`config.mk`:
```
export PLATFORM = sky130hd
export DESIGN_NAME = rv32_wb_sched
export DESIGN_NICKNAME = d
export VERILOG_FILES = /design/src/rtl/rv32_sched_pkg.sv /design/src/rtl/rv32_wb_skid.sv /design/src/rtl/rv32_wb_sched.sv
export SDC_FILE = /design/constraint.sdc
export NUM_CORES = 1
export LEC_CHECK = 0
export ABC_AREA = 1
export BUFFER_PORTS_ARGS = -buffer_cell sky130_fd_sc_hd__buf_2
export CORE_AREA = 2 2 134 136
export DETAILED_ROUTE_END_ITERATION = 8
export DIE_AREA = 0 0 136 138
export PLACE_DENSITY_LB_ADDON = 0.3
export SYNTH_ARGS = -nofsm -noshare
export SYNTH_HDL_FRONTEND = slang
export SYNTH_SLANG_ARGS = --single-unit
```
`constraint.sdc`:
```
create_clock -name clk -period 3.65 [get_ports clk]
set_input_delay 0.5475 -clock clk [delete_from_list [all_inputs] [get_ports clk]]
set_output_delay 0.5475 -clock clk [all_outputs]
set_load 0.005 [all_outputs]
```
`src/rtl/rv32_sched_pkg.sv`:
```
// rtl/rv32_sched_pkg.sv - shared widths, write-back request type and clog2 helper
package rv32_sched_pkg;

  localparam int REG_ADDR_W = 5;
  localparam int XLEN = 32;

  typedef struct packed {
    logic [REG_ADDR_W-1:0] rd;
    logic [XLEN-1:0]       value;
    logic                  valid;
  } wb_req_t;

  function automatic int clog2(input int v);
    int r;
    r = 0;
    for (int i = 0; i < 31; i++) begin
      if ((1 << i) < v) r = i + 1;
    end
    return r;
  endfunction

endpackage

```
`src/rtl/rv32_wb_skid.sv`:
```
// rtl/rv32_wb_skid.sv - one-entry load-return buffer with drain strobe
module rv32_wb_skid
  import rv32_sched_pkg::*;
(
  input  logic    clk,
  input  logic    reset_n,
  input  wb_req_t in_req,
  output logic    in_ready,
  input  logic    port_free,
  output wb_req_t buf_req,
  output logic    drained
);

  assign in_ready = !buf_req.valid;
  assign drained  = buf_req.valid && port_free;

  // Capture and drain are mutually exclusive: capture needs an empty buffer.
  always_ff @(posedge clk) begin
    if (!reset_n) begin
      buf_req <= '0;
    end else if (in_req.valid && in_ready) begin
      buf_req <= in_req;
    end else if (drained) begin
      buf_req.valid <= 1'b0;
    end
  end

endmodule

```
`src/rtl/rv32_wb_sched.sv`:
```
// rtl/rv32_wb_sched.sv - write-back scheduler and hazard controller (RV32_WB_SCHED_FWD_EN enables buffer forwarding)
module rv32_wb_sched
  import rv32_sched_pkg::*;
#(
  parameter int MAX_OUTSTANDING = 4,
  parameter int MAX_WAIT        = 8
) (
  input  logic                  clk,
  input  logic                  reset_n,
  input  logic [REG_ADDR_W-1:0] rs1_in,
  input  logic [REG_ADDR_W-1:0] rs2_in,
  input  logic                  rs1_read_in,
  input  logic                  rs2_read_in,
  input  logic [REG_ADDR_W-1:0] rd_in,
  input  logic                  rd_write_in,
  input  logic                  long_in,
  input  logic [REG_ADDR_W-1:0] alu_rd_in,
  input  logic                  alu_write_in,
  input  logic [XLEN-1:0]       alu_value_in,
  input  logic [REG_ADDR_W-1:0] mem_rd_in,
  input  logic                  mem_valid_in,
  input  logic [XLEN-1:0]       mem_value_in,
  output logic                  mem_ready_out,
  output logic                  stall_out,
  output logic [REG_ADDR_W-1:0] rd_out,
  output logic                  rd_write_out,
  output logic [XLEN-1:0]       rd_value_out,
  output logic                  rs1_fwd_out,
  output logic                  rs2_fwd_out,
  output logic [XLEN-1:0]       fwd_value1_out,
  output logic [XLEN-1:0]       fwd_value2_out
);

  localparam int WAIT_W = clog2(MAX_WAIT + 1);

  logic [31:0]       pending;
  logic [3:0]        outstanding;
  logic [WAIT_W-1:0] wait_cnt;
  wb_req_t           load_req;
  wb_req_t           buf_req;
  logic              load_keep;
  logic              alu_grant;
  logic              drained;
  logic              fwd1;
  logic              fwd2;
  logic              set_en;
  logic [31:0]       retire_mask;
  logic [31:0]       set_mask;

  // Returns to a non-pending register (or x0) are accepted but never buffered.
  assign load_keep = (mem_rd_in != '0) && pending[mem_rd_in];
  assign load_req  = '{rd: mem_rd_in, value: mem_value_in, valid: mem_valid_in && load_keep};
  assign alu_grant = alu_write_in && (alu_rd_in != '0);

  rv32_wb_skid u_skid (
    .clk       (clk),
    .reset_n   (reset_n),
    .in_req    (load_req),
    .in_ready  (mem_ready_out),
    .port_free (!alu_grant),
    .buf_req   (buf_req),
    .drained   (drained)
  );

`ifdef RV32_WB_SCHED_FWD_EN
  assign fwd1 = buf_req.valid && rs1_read_in && (rs1_in != '0) && (rs1_in == buf_req.rd);
  assign fwd2 = buf_req.valid && rs2_read_in && (rs2_in != '0) && (rs2_in == buf_req.rd);
`else
  assign fwd1 = 1'b0;
  assign fwd2 = 1'b0;
`endif

  assign rs1_fwd_out    = fwd1;
  assign rs2_fwd_out    = fwd2;
  assign fwd_value1_out = fwd1 ? buf_req.value : '0;
  assign fwd_value2_out = fwd2 ? buf_req.value : '0;

  always_comb begin
    rd_write_out = 1'b0;
    rd_out       = '0;
    rd_value_out = '0;
    retire_mask  = '0;
    if (alu_grant) begin
      rd_write_out = 1'b1;
      rd_out       = alu_rd_in;
      rd_value_out = alu_value_in;
    end else if (drained) begin
      rd_write_out = 1'b1;
      rd_out       = buf_req.rd;
      rd_value_out = buf_req.value;
      retire_mask  = 32'd1 << buf_req.rd;
    end
  end

  // A retiring write resolves a WAW hazard in the same cycle, so reissue to it may proceed.
  always_comb begin
    stall_out = 1'b0;
    if (rs1_read_in && pending[rs1_in] && !fwd1) stall_out = 1'b1;
    if (rs2_read_in && pending[rs2_in] && !fwd2) stall_out = 1'b1;
    if (rd_write_in && pending[rd_in] && !retire_mask[rd_in]) stall_out = 1'b1;
    if (long_in && rd_write_in && (outstanding == 4'(MAX_OUTSTANDING))) stall_out = 1'b1;
    if (wait_cnt == WAIT_W'(MAX_WAIT)) stall_out = 1'b1;
  end

  assign set_en   = rd_write_in && !stall_out && long_in && (rd_in != '0);
  assign set_mask = set_en ? (32'd1 << rd_in) : '0;

  always_ff @(posedge clk) begin
    if (!reset_n) begin
      pending     <= '0;
      outstanding <= '0;
      wait_cnt    <= '0;
    end else begin
      pending <= ((pending & ~retire_mask) | set_mask) & 32'hFFFF_FFFE;
      if (set_en && !drained) begin
        assert (outstanding < 4'(MAX_OUTSTANDING))
          else $error("rv32_wb_sched: outstanding overflow");
        outstanding <= outstanding + 4'd1;
      end else if (!set_en && drained) begin
        outstanding <= outstanding - 4'd1;
      end
      if (!buf_req.valid || drained) begin
        wait_cnt <= '0;
      end else if (wait_cnt != WAIT_W'(MAX_WAIT)) begin
        wait_cnt <= wait_cnt + 1'b1;
      end
      assert (!(mem_valid_in && mem_ready_out && !load_keep))
        else $error("rv32_wb_sched: load return to non-pending register %0d", mem_rd_in);
    end
  end

endmodule
```
==> reports/qor.yml <==
status: "finished, final reports clean"
cp_num_buf_inv: 2
grt_pass1_vias: 5785
start_util_pct: 33.8
synth.area.top_cells: "dfxtp_1, o21ai_0, buf_4"
drt-wirelength-per-cell_microns: 15.8
vdd_drop_max_v: 0.000195
powerDensity_nw_per_um2: 332
synth.most_common_cell: "nand2_1"
slew_headroom_pct: 56.4
rsz0062_at_grt: "false"
antenna_found_initial: 0
cts_hold_buffers: 0
cts.reportedPaths.clkPinSlew_ns: 0.06
dieArea_sq_um: 18800
gp_congestion: 0.930
io_pins: 203
post-cts-setup-buffer-count: 0
syn-mean-instance-area_sq_um: 6.36
fmax_ghz: 0.309
rrSetupSlack_ns: 0.41
min_path_type: "flop to flop"
cts.htree.levels: 3
worstPathCellList: "clkinv_1 > nand3_1 > nor2_1 > nand2_1 > nand3_1 > nand2_1 > nand3_1 > nand3_1 > nand3_1 > nand2_2 > nand2_4 > nand2_1 > nor2_1 > ha_1 > inv_1 > ha_1 > and3_1 > a211oi_1 > xor2_1 > nand2_1 > a21oi_1"
yosys.area.top_type: "dfxtp_1"
grt_max_degree: 76
synth_area_sq_um: 5920
cp_slowest_cell: "dfxtp_1"
drt_iter0_drc: 713
hold_path_startpoint: "u_skid.buf_req[9]"
ys_ff_latch: 77
cts_tree: "built"
synthCells: 932
place_hpwl_mm: 15.0
cp-end-kind: "flop"
synthTopCellsByCount: "nand2_1, o21ai_0, a21oi_1"
crit_type: "flop to flop"
whs_path_depth: 2
cp_top_family: "simple AND/OR/NAND/NOR gates"
crit_fanout: 9
row_count: 49
yosysSeqAreaShare_pct: 26.0
grt_usage_pct: 21.5
cts_buffers: 9
cts.sinks: 77
clockBufferDepth: 2
dpl.cell_count: 1263
power.leakage_nw: 2.88
die_h_microns: 138
grt_first_pass_wirelength_mm: 31.7
drc: 0
synth-async-reset-ratio_pct: 0
fillCellCount: 1896
dr.pass1.iters: 5
route.vias.total: 6653
antennaDiodeCount: 0
yosysWarningCount: 0
area.growth.synth_to_final_pct: 14.9
cp.required_ns: 3.92
synthDistinctLibCells: 43
final-instance-count-excl-fill: 1279
finalWirelength_mm: 20.2
period_minus_slack_ns: 3.24
timing.rr.end: "outstanding[3]"
r2r-start: "u_skid.buf_req[35]"
synth_edf_count: 0
clock_latency_ns: 0.35
placed_area_sq_um: 6520
critical_path.most_common_cell: "nand3_1"
r2r_cells: 21
crit_arrival_ns: 3.51
synth_top_area_share_pct: 26.0
synthFlopType: "dfxtp_1"
setup-tns-final_ns: 0
viasPerCell: 5.20
slowest_delay_ns: 0.45
die_width_microns: 136
drive_gt1_share_pct: 19.8
portBuffers: 136
cts_root_buf: "clkbuf_16"
post-route-period-util_pct: 88.7
grt_overflow: 0
worst_pin_slew_ns: 0.653
nets: 1148
core_sq_um: 17500
whs_endpoint: "u_skid.buf_req[9]"
cts_resized: 0
hold_violations: 0
final_max_slew_viol_count: 0
ant_nets: 0
fin_skew_ns: 0.00587
setup_viol: 0
max_cap_violations: 0
fin_area_sq_um: 6810
startpoint_type: "flop"
[sequential cells by signal (all words and copies together) (netlist names)]
name	flops
outstanding	4
pending	31
u_skid.buf_req	38
wait_cnt	4
[placed cells by master (no fill, tap or decap), types with 2 or more instances in the layout]
cell / synthesis / routed
o221ai_1: 6 / 6
dfxtp_1: 77 / 77
a31oi_1: 2 / 2
nand3_1: 63 / 63
conb_1: 1 / 66
nor4_1: 7 / 7
inv_2: 12 / 12
nand3b_1: 2 / 2
o211ai_1: 6 / 6
nor2_1: 92 / 92
o22ai_1: 4 / 4
nand2_1: 140 / 140
inv_6: 0 / 2
o21ai_1: 17 / 17
inv_1: 72 / 72
clkinv_1: 5 / 5
o2111ai_1: 5 / 5
clkbuf_16: 0 / 9
o21ai_0: 115 / 115
nor2_2: 8 / 8
clkinvlp_4: 0 / 3
nand4_1: 47 / 47
nor3_1: 3 / 3
nand2_2: 4 / 4
ha_1: 5 / 5
a21oi_1: 94 / 94
nand2_4: 3 / 3
xor2_1: 5 / 5
buf_4: 75 / 23
a22oi_1: 4 / 4
buf_2: 17 / 136
[worst max path at each step]
stage | start | to | slack (ns) | cells past startpoint
2_1_floorplan | alu_rd_in[3] | outstanding[3] | 0.44 | 24
3_3_place_gp | rs2_in[0] | outstanding[3] | 0.27 | 21
3_5_place_dp | alu_rd_in[3] | outstanding[3] | 0.17 | 24
4_1_cts | u_skid.buf_req[33] | outstanding[3] | 0.42 | 21
5_1_grt | u_skid.buf_req[35] | outstanding[3] | 0.12 | 21
6_report | u_skid.buf_req[35] | outstanding[3] | 0.41 | 21
[routing by layer]
layer / routed length, microns / vias up / track usage, %
met2: 8700 / 384 / 31.1
met4: 622 / 0 / 9.32
met5: 0 / - / 0
met1: 8820 / 2975 / 31.1
li1: - / 3253 / -
met3: 2100 / 41 / 3.56
[where the power goes]
| group | leakage (nW) | total [W] | switching (W) | internal [W] |
|---|---|---|---|---|
| sequential | 0.627 | 0.000905 | 0.0000243 | 0.000881 |
| clock | 0.132 | 0.000863 | 0.000381 | 0.000482 |
| combinational | 2.12 | 0.000490 | 0.000321 | 0.000169 |
[metrics by stage]
step | util [%] | worst slack, ns | hold WS, ns | total power [W]
floorplan | - | 0.436 | 0.425 | 0.00128
global placement | 37.2 | 0.275 | 0.435 | 0.00140
detailed placement | 37.2 | 0.169 | 0.443 | 0.00141
CTS | 38.8 | 0.415 | 0.452 | 0.00227
global route | 38.8 | 0.120 | 0.476 | 0.00238
finish | 38.8 | 0.414 | 0.449 | 0.00226
[worst min-delay path: cells and delay by family (launching register included)]
family	cells	cell delay, ns
buffers and inverters	1	0.05
DFF	1	0.30
AOI/OAI and AO/OA	1	0.05
[layout make-up]
cell class,instances,area [sq um],share of cell area [%]
Inverter,89,334,4.91
Sequential cell,77,1540,22.7
Timing Repair Buffer,160,873,12.8
Clock buffer,10,239,3.51
Clock inverter,6,45.0,0.662
Tap cell,229,287,4.21
Multi-Input combinational cell,708,3490,51.2
[kinds of logic after synthesis]
logic type	synth area share (%)
and+or+nand+nor	29.1
AOI/OAI and AO/OA	23.3
buffers and inverters	19.3
DFF	26.0
xor gates and xnor gates	0.887
adders and majority gates	1.39
other	0.0633
Power figures use the tool's default switching activity.
